$ cat config.mk
export PLATFORM = sky130hd
export DESIGN_NAME = grf_wport_arbiter
export DESIGN_NICKNAME = d
export VERILOG_FILES = /design/src/rtl/grf_wport_arbiter.sv
export SDC_FILE = /design/constraint.sdc
export NUM_CORES = 1
export LEC_CHECK = 0
export BUFFER_PORTS_ARGS = -buffer_cell sky130_fd_sc_hd__buf_4
export CAP_MARGIN = 20
export CORE_MARGIN = 2
export CORE_UTILIZATION = 45
export DETAILED_ROUTE_END_ITERATION = 6
export GPL_ROUTABILITY_DRIVEN = 1
export PLACE_DENSITY = 0.78
export SLEW_MARGIN = 20
export SYNTH_ARGS = -nofsm -noshare
export SYNTH_HDL_FRONTEND = slang
export SYNTH_SLANG_ARGS = --single-unit
export TNS_END_PERCENT = 50
$ cat constraint.sdc
create_clock -name clk -period 6.4 [get_ports clk]
set_clock_uncertainty 0.05 [all_clocks]
set_input_delay 0.32 -clock clk [delete_from_list [all_inputs] [get_ports clk]]
set_output_delay 0.32 -clock clk [all_outputs]
set_load 0.005 [all_outputs]
$ cat src/rtl/grf_wport_arbiter.sv
// Register-file write-port arbiter: pipeline W stage (fixed priority) versus a
// small FIFO of long-latency B results, with an anti-starvation W-stage hold.
module grf_wport_arbiter #(
    parameter int unsigned DEPTH      = 2,
    parameter int unsigned STARVE_MAX = 4
) (
    input  logic        clk,
    input  logic        reset,
    input  logic        a_we,
    input  logic [4:0]  a_reg,
    input  logic [31:0] a_data,
    input  logic [31:0] a_pc,
    input  logic        b_valid,
    output logic        b_ready,
    input  logic [4:0]  b_reg,
    input  logic [31:0] b_data,
    input  logic [31:0] b_pc,
    input  logic [4:0]  rd_reg1,
    input  logic [4:0]  rd_reg2,
    output logic        pend_hit1,
    output logic        pend_hit2,
    output logic        RegWrite,
    output logic [4:0]  write_reg,
    output logic [31:0] wdata,
    output logic [31:0] PC,
    output logic        a_hold,
    output logic [2:0]  fifo_cnt,
    output logic        proto_err
);

    localparam int unsigned PTR_W = $clog2(DEPTH);
    localparam int unsigned CNT_W = $clog2(DEPTH + 1);
    localparam int unsigned STV_W = $clog2(STARVE_MAX + 1);

    logic [4:0]       r_mem_reg  [DEPTH];
    logic [31:0]      r_mem_data [DEPTH];
    logic [31:0]      r_mem_pc   [DEPTH];
    logic [PTR_W-1:0] r_wptr;
    logic [PTR_W-1:0] r_rptr;
    logic [CNT_W-1:0] r_cnt;
    logic [STV_W-1:0] r_starve;
    logic             r_hold;
    logic             r_proto;

    logic             w_a_req;
    logic             w_nonempty;
    logic             w_full;
    logic             w_grant_a;
    logic             w_grant_b;
    logic             w_enq;
    logic [DEPTH-1:0] w_valid;

    assign w_a_req    = a_we && (a_reg != 5'd0);
    assign w_nonempty = (r_cnt != '0);
    assign w_full     = (r_cnt == CNT_W'(DEPTH));

    // A hold cycle forces the FIFO head through; otherwise A wins over B.
    assign w_grant_b = !reset && w_nonempty && (r_hold || !w_a_req);
    assign w_grant_a = !reset && w_a_req && !w_grant_b;
    assign w_enq     = !reset && b_valid && !w_full && (b_reg != 5'd0);

    assign b_ready   = !w_full;
    assign a_hold    = r_hold;
    assign proto_err = r_proto;
    assign fifo_cnt  = 3'(r_cnt);

    always_comb begin
        RegWrite  = 1'b0;
        write_reg = 5'd0;
        wdata     = 32'd0;
        PC        = 32'd0;
        if (w_grant_b) begin
            RegWrite  = 1'b1;
            write_reg = r_mem_reg[r_rptr];
            wdata     = r_mem_data[r_rptr];
            PC        = r_mem_pc[r_rptr];
        end else if (w_grant_a) begin
            RegWrite  = 1'b1;
            write_reg = a_reg;
            wdata     = a_data;
            PC        = a_pc;
        end
    end

    // Occupancy mask: slot i is live when its distance from the head is below the count.
    always_comb begin
        w_valid   = '0;
        pend_hit1 = 1'b0;
        pend_hit2 = 1'b0;
        for (int unsigned i = 0; i < DEPTH; i++) begin
            w_valid[i] = CNT_W'(PTR_W'(PTR_W'(i) - r_rptr)) < r_cnt;
            if (w_valid[i] && (rd_reg1 != 5'd0) && (r_mem_reg[i] == rd_reg1)) pend_hit1 = 1'b1;
            if (w_valid[i] && (rd_reg2 != 5'd0) && (r_mem_reg[i] == rd_reg2)) pend_hit2 = 1'b1;
        end
    end

    always_ff @(posedge clk) begin
        if (w_enq) begin
            r_mem_reg[r_wptr]  <= b_reg;
            r_mem_data[r_wptr] <= b_data;
            r_mem_pc[r_wptr]   <= b_pc;
        end
    end

    always_ff @(posedge clk) begin
        if (reset) begin
            r_wptr   <= '0;
            r_rptr   <= '0;
            r_cnt    <= '0;
            r_starve <= '0;
            r_hold   <= 1'b0;
            r_proto  <= 1'b0;
        end else begin
            if (w_enq)     r_wptr <= r_wptr + PTR_W'(1);
            if (w_grant_b) r_rptr <= r_rptr + PTR_W'(1);
            if (w_enq && !w_grant_b)      r_cnt <= r_cnt + CNT_W'(1);
            else if (!w_enq && w_grant_b) r_cnt <= r_cnt - CNT_W'(1);

            if (r_hold && w_a_req) r_proto <= 1'b1;

            r_hold <= 1'b0;
            if (w_grant_b || !w_nonempty) begin
                r_starve <= '0;
            end else if (w_grant_a) begin
                if (r_starve == STV_W'(STARVE_MAX - 1)) begin
                    r_starve <= '0;
                    r_hold   <= 1'b1;
                end else begin
                    r_starve <= r_starve + STV_W'(1);
                end
            end
        end
    end

endmodule

==> impl_metrics.ini <==
[status]
status = finished, final reports clean

[timing]
relSlewSlack_pct = 35.1
slew_viol_final = 0
min_period_ns = 2.80
setup_viol = 0
setup_slack_ns = 3.60
hold_viol = 0
final.period_utilization_pct = 43.7
holdWs_ns = 0.0359
max_freq_mhz = 357
rsz0062_at_grt = no
setup_tns_ns = 0
tightestPinTransition_ns = 0.973

[yosys]
synth.distinct_cells = 33
yosys_warnings = 0
syn-instance-count = 461
synth-seq-cells = 148
synth_xor_area_share_pct = 3.20
synth_area_per_cell_sq_um = 13.7
syn_nets = 615
synthArstFlopShare_pct = 0
synth_area_leaders = edfxtp_1 66%, mux2i_1 11%, o21ai_0 5.2%, nand2_1 4.3%, dfxtp_1 3.2%
synth_area_sq_mm = 0.00630
synthFlopType = edfxtp_1
yosys.area.top_type = edfxtp_1
synth_top_family_by_area = multiplexers
synth-adder-area-share_pct = 0.397
synth_mux_area_share_pct = 11.0
synth_edf_count = 138
synth_top_cell_area_share_pct = 65.7
synth-compound-area-share_pct = 7.68
synth_simple_gate_area_share_pct = 6.75
ys_seq_area_share_pct = 68.9

[cts]
h-tree-depth = 4
holdBufCountCts = 0
cts_tree = built
cts_made_buffers = 17
cts_buffer_depth = 2
clk_pin_slew_worst_paths_ns = 0.06
cts_root_buf = clkbuf_16
clk_latency_ns = 0.42
clock-sinks = 148
cts_resized = 0
cts_setup_buffers = 0

[drt]
maxUsedRoutingLayer = met4
wl_met3_um = 1020
postRouteAntennaNets = 0
drt_iter0_markers = 298
wl_per_cell_um = 16.7
dr.pass1.iters = 4
wl_met2_um = 7570
vias = 4458
viasPerCell = 5.07
met1_length_um = 5830
wl_um = 14700
drc = 0

[place]
dpl_cell_area_sq_mm = 0.00818
dp_cells = 847
port_buffers = 228
dp_slack_ns = 3.78
gp_congestion = 0.816
dp_hpwl_um = 10200

[floorplan]
num_io_pins = 230
die_y_um = 122
rows = 43
initial_core_util_pct = 45.8
die_w_um = 122
dieArea_sq_mm = 0.0150
core_sq_mm = 0.0138

[finish]
n_antenna_cell = 0
multi_input_area_sq_mm = 0.00185
regArea_sq_mm = 0.00435
drive_above_1_share_pct = 38.6
area.growth.synth_to_final_pct = 39.0
instances_no_fill = 879
final_cell_mix = 232 x buf_4, 138 x edfxtp_1, 72 x nand2_1
final_net_count = 840
fill_cells = 1057
final_cell_area_sq_mm = 0.00876
final_common_cell = buf_4

[power]
power_density_mw_per_mm2 = 285
irDropWorstVdd_uv = 255
p_leak_nw = 3.33

[critical_path]
arrival_ns = 2.43
end_kind = output pin
cp-start-kind = register
crit_required_ns = 6.03
cp_max_fo = 42
worst-setup-path-type = register to output pin

[flow_run]
drv_cap = 0

[min_path]
hp-class = primary input to register

[global_routing]
grt_overflow = 0
grt_pass1_wl_um = 21600
antenna_found_initial = 0
grt.total_usage_pct = 19.4
grt_pass1_vias = 4415
grt_max_degree = 74
## critical path: stages (launching register included)
cell,delay [ns]
dfxtp_4,0.66
buf_4,0.69
mux2i_1,0.33
o21ai_0,0.12
buf_4,0.15
## cell type report
type | instances | share of cell area [%]
Multi-Input combinational cell | 283 | 21.1
Timing Repair Buffer | 232 | 19.9
Inverter | 4 | 0.171
Sequential cell | 148 | 49.6
Tap cell | 180 | 2.57
Clock buffer | 17 | 4.85
Clock inverter | 15 | 1.80
## power by group
part	leakage [nW]	total, mW	internal (mW)	switching, mW
logic	1.71	0.378	0.200	0.178
registers	1.35	1.16	1.12	0.0381
clock network	0.273	0.961	0.576	0.385
total	3.33	2.50	1.90	0.600
## per-layer routing
| metal | global-route usage, % | up-vias |
|---|---|---|
| met1 | 22.3 | 2100 |
| met3 | 5.30 | 21 |
| met4 | 9.48 | 0 |
| met5 | 0 | - |
| met2 | 33.5 | 182 |
| li1 | - | 2155 |
## Yosys cell counts (3+ instances only)
cell and instances:
a21oi_1 9, o21ai_0 66, nor2b_1 3, mux2i_1 69, or3_1 3, clkbuf_1 15, buf_2 10, dfxtp_1 10
edfxtp_1 138, nor2_1 6, o21ai_1 7, or4_1 4, xor2_1 14, inv_1 4, xnor2_1 9, nand2_1 72
## final timing paths
| check | depth (start not counted) | endpoint | slack, ns | from |
|---|---|---|---|---|
| hold / removal | 1 | r_mem_pc[0][6] | 0.04 | b_pc[6] |
| setup / recovery | 4 | PC[2] | 3.60 | register |
| setup reg to reg | 4 | r_mem_data[0][23] | 3.81 | r_cnt[0] |
| hold reg to reg | 2 | r_starve[2] | 0.41 | r_starve[2] |
## logic make-up after synthesis
logic type      count (synthesis)
flops                         148
simple gates                   98
compound gates                 90
mux                            69
buf+inv                        30
xor+xnor                       23
fa+ha+maj                       2
other cells                     1
## stage by stage
| stage | power [mW] | util [%] |
|---|---|---|
| final | 2.50 | 63.6 |
| after global routing | 2.60 | 63.6 |
| after CTS | 2.52 | 63.6 |
| after detailed placement | 1.56 | 59.4 |
| after global placement | 1.55 | 59.4 |
| after floorplan | 1.36 | - |
Power figures use the tool's default switching activity.
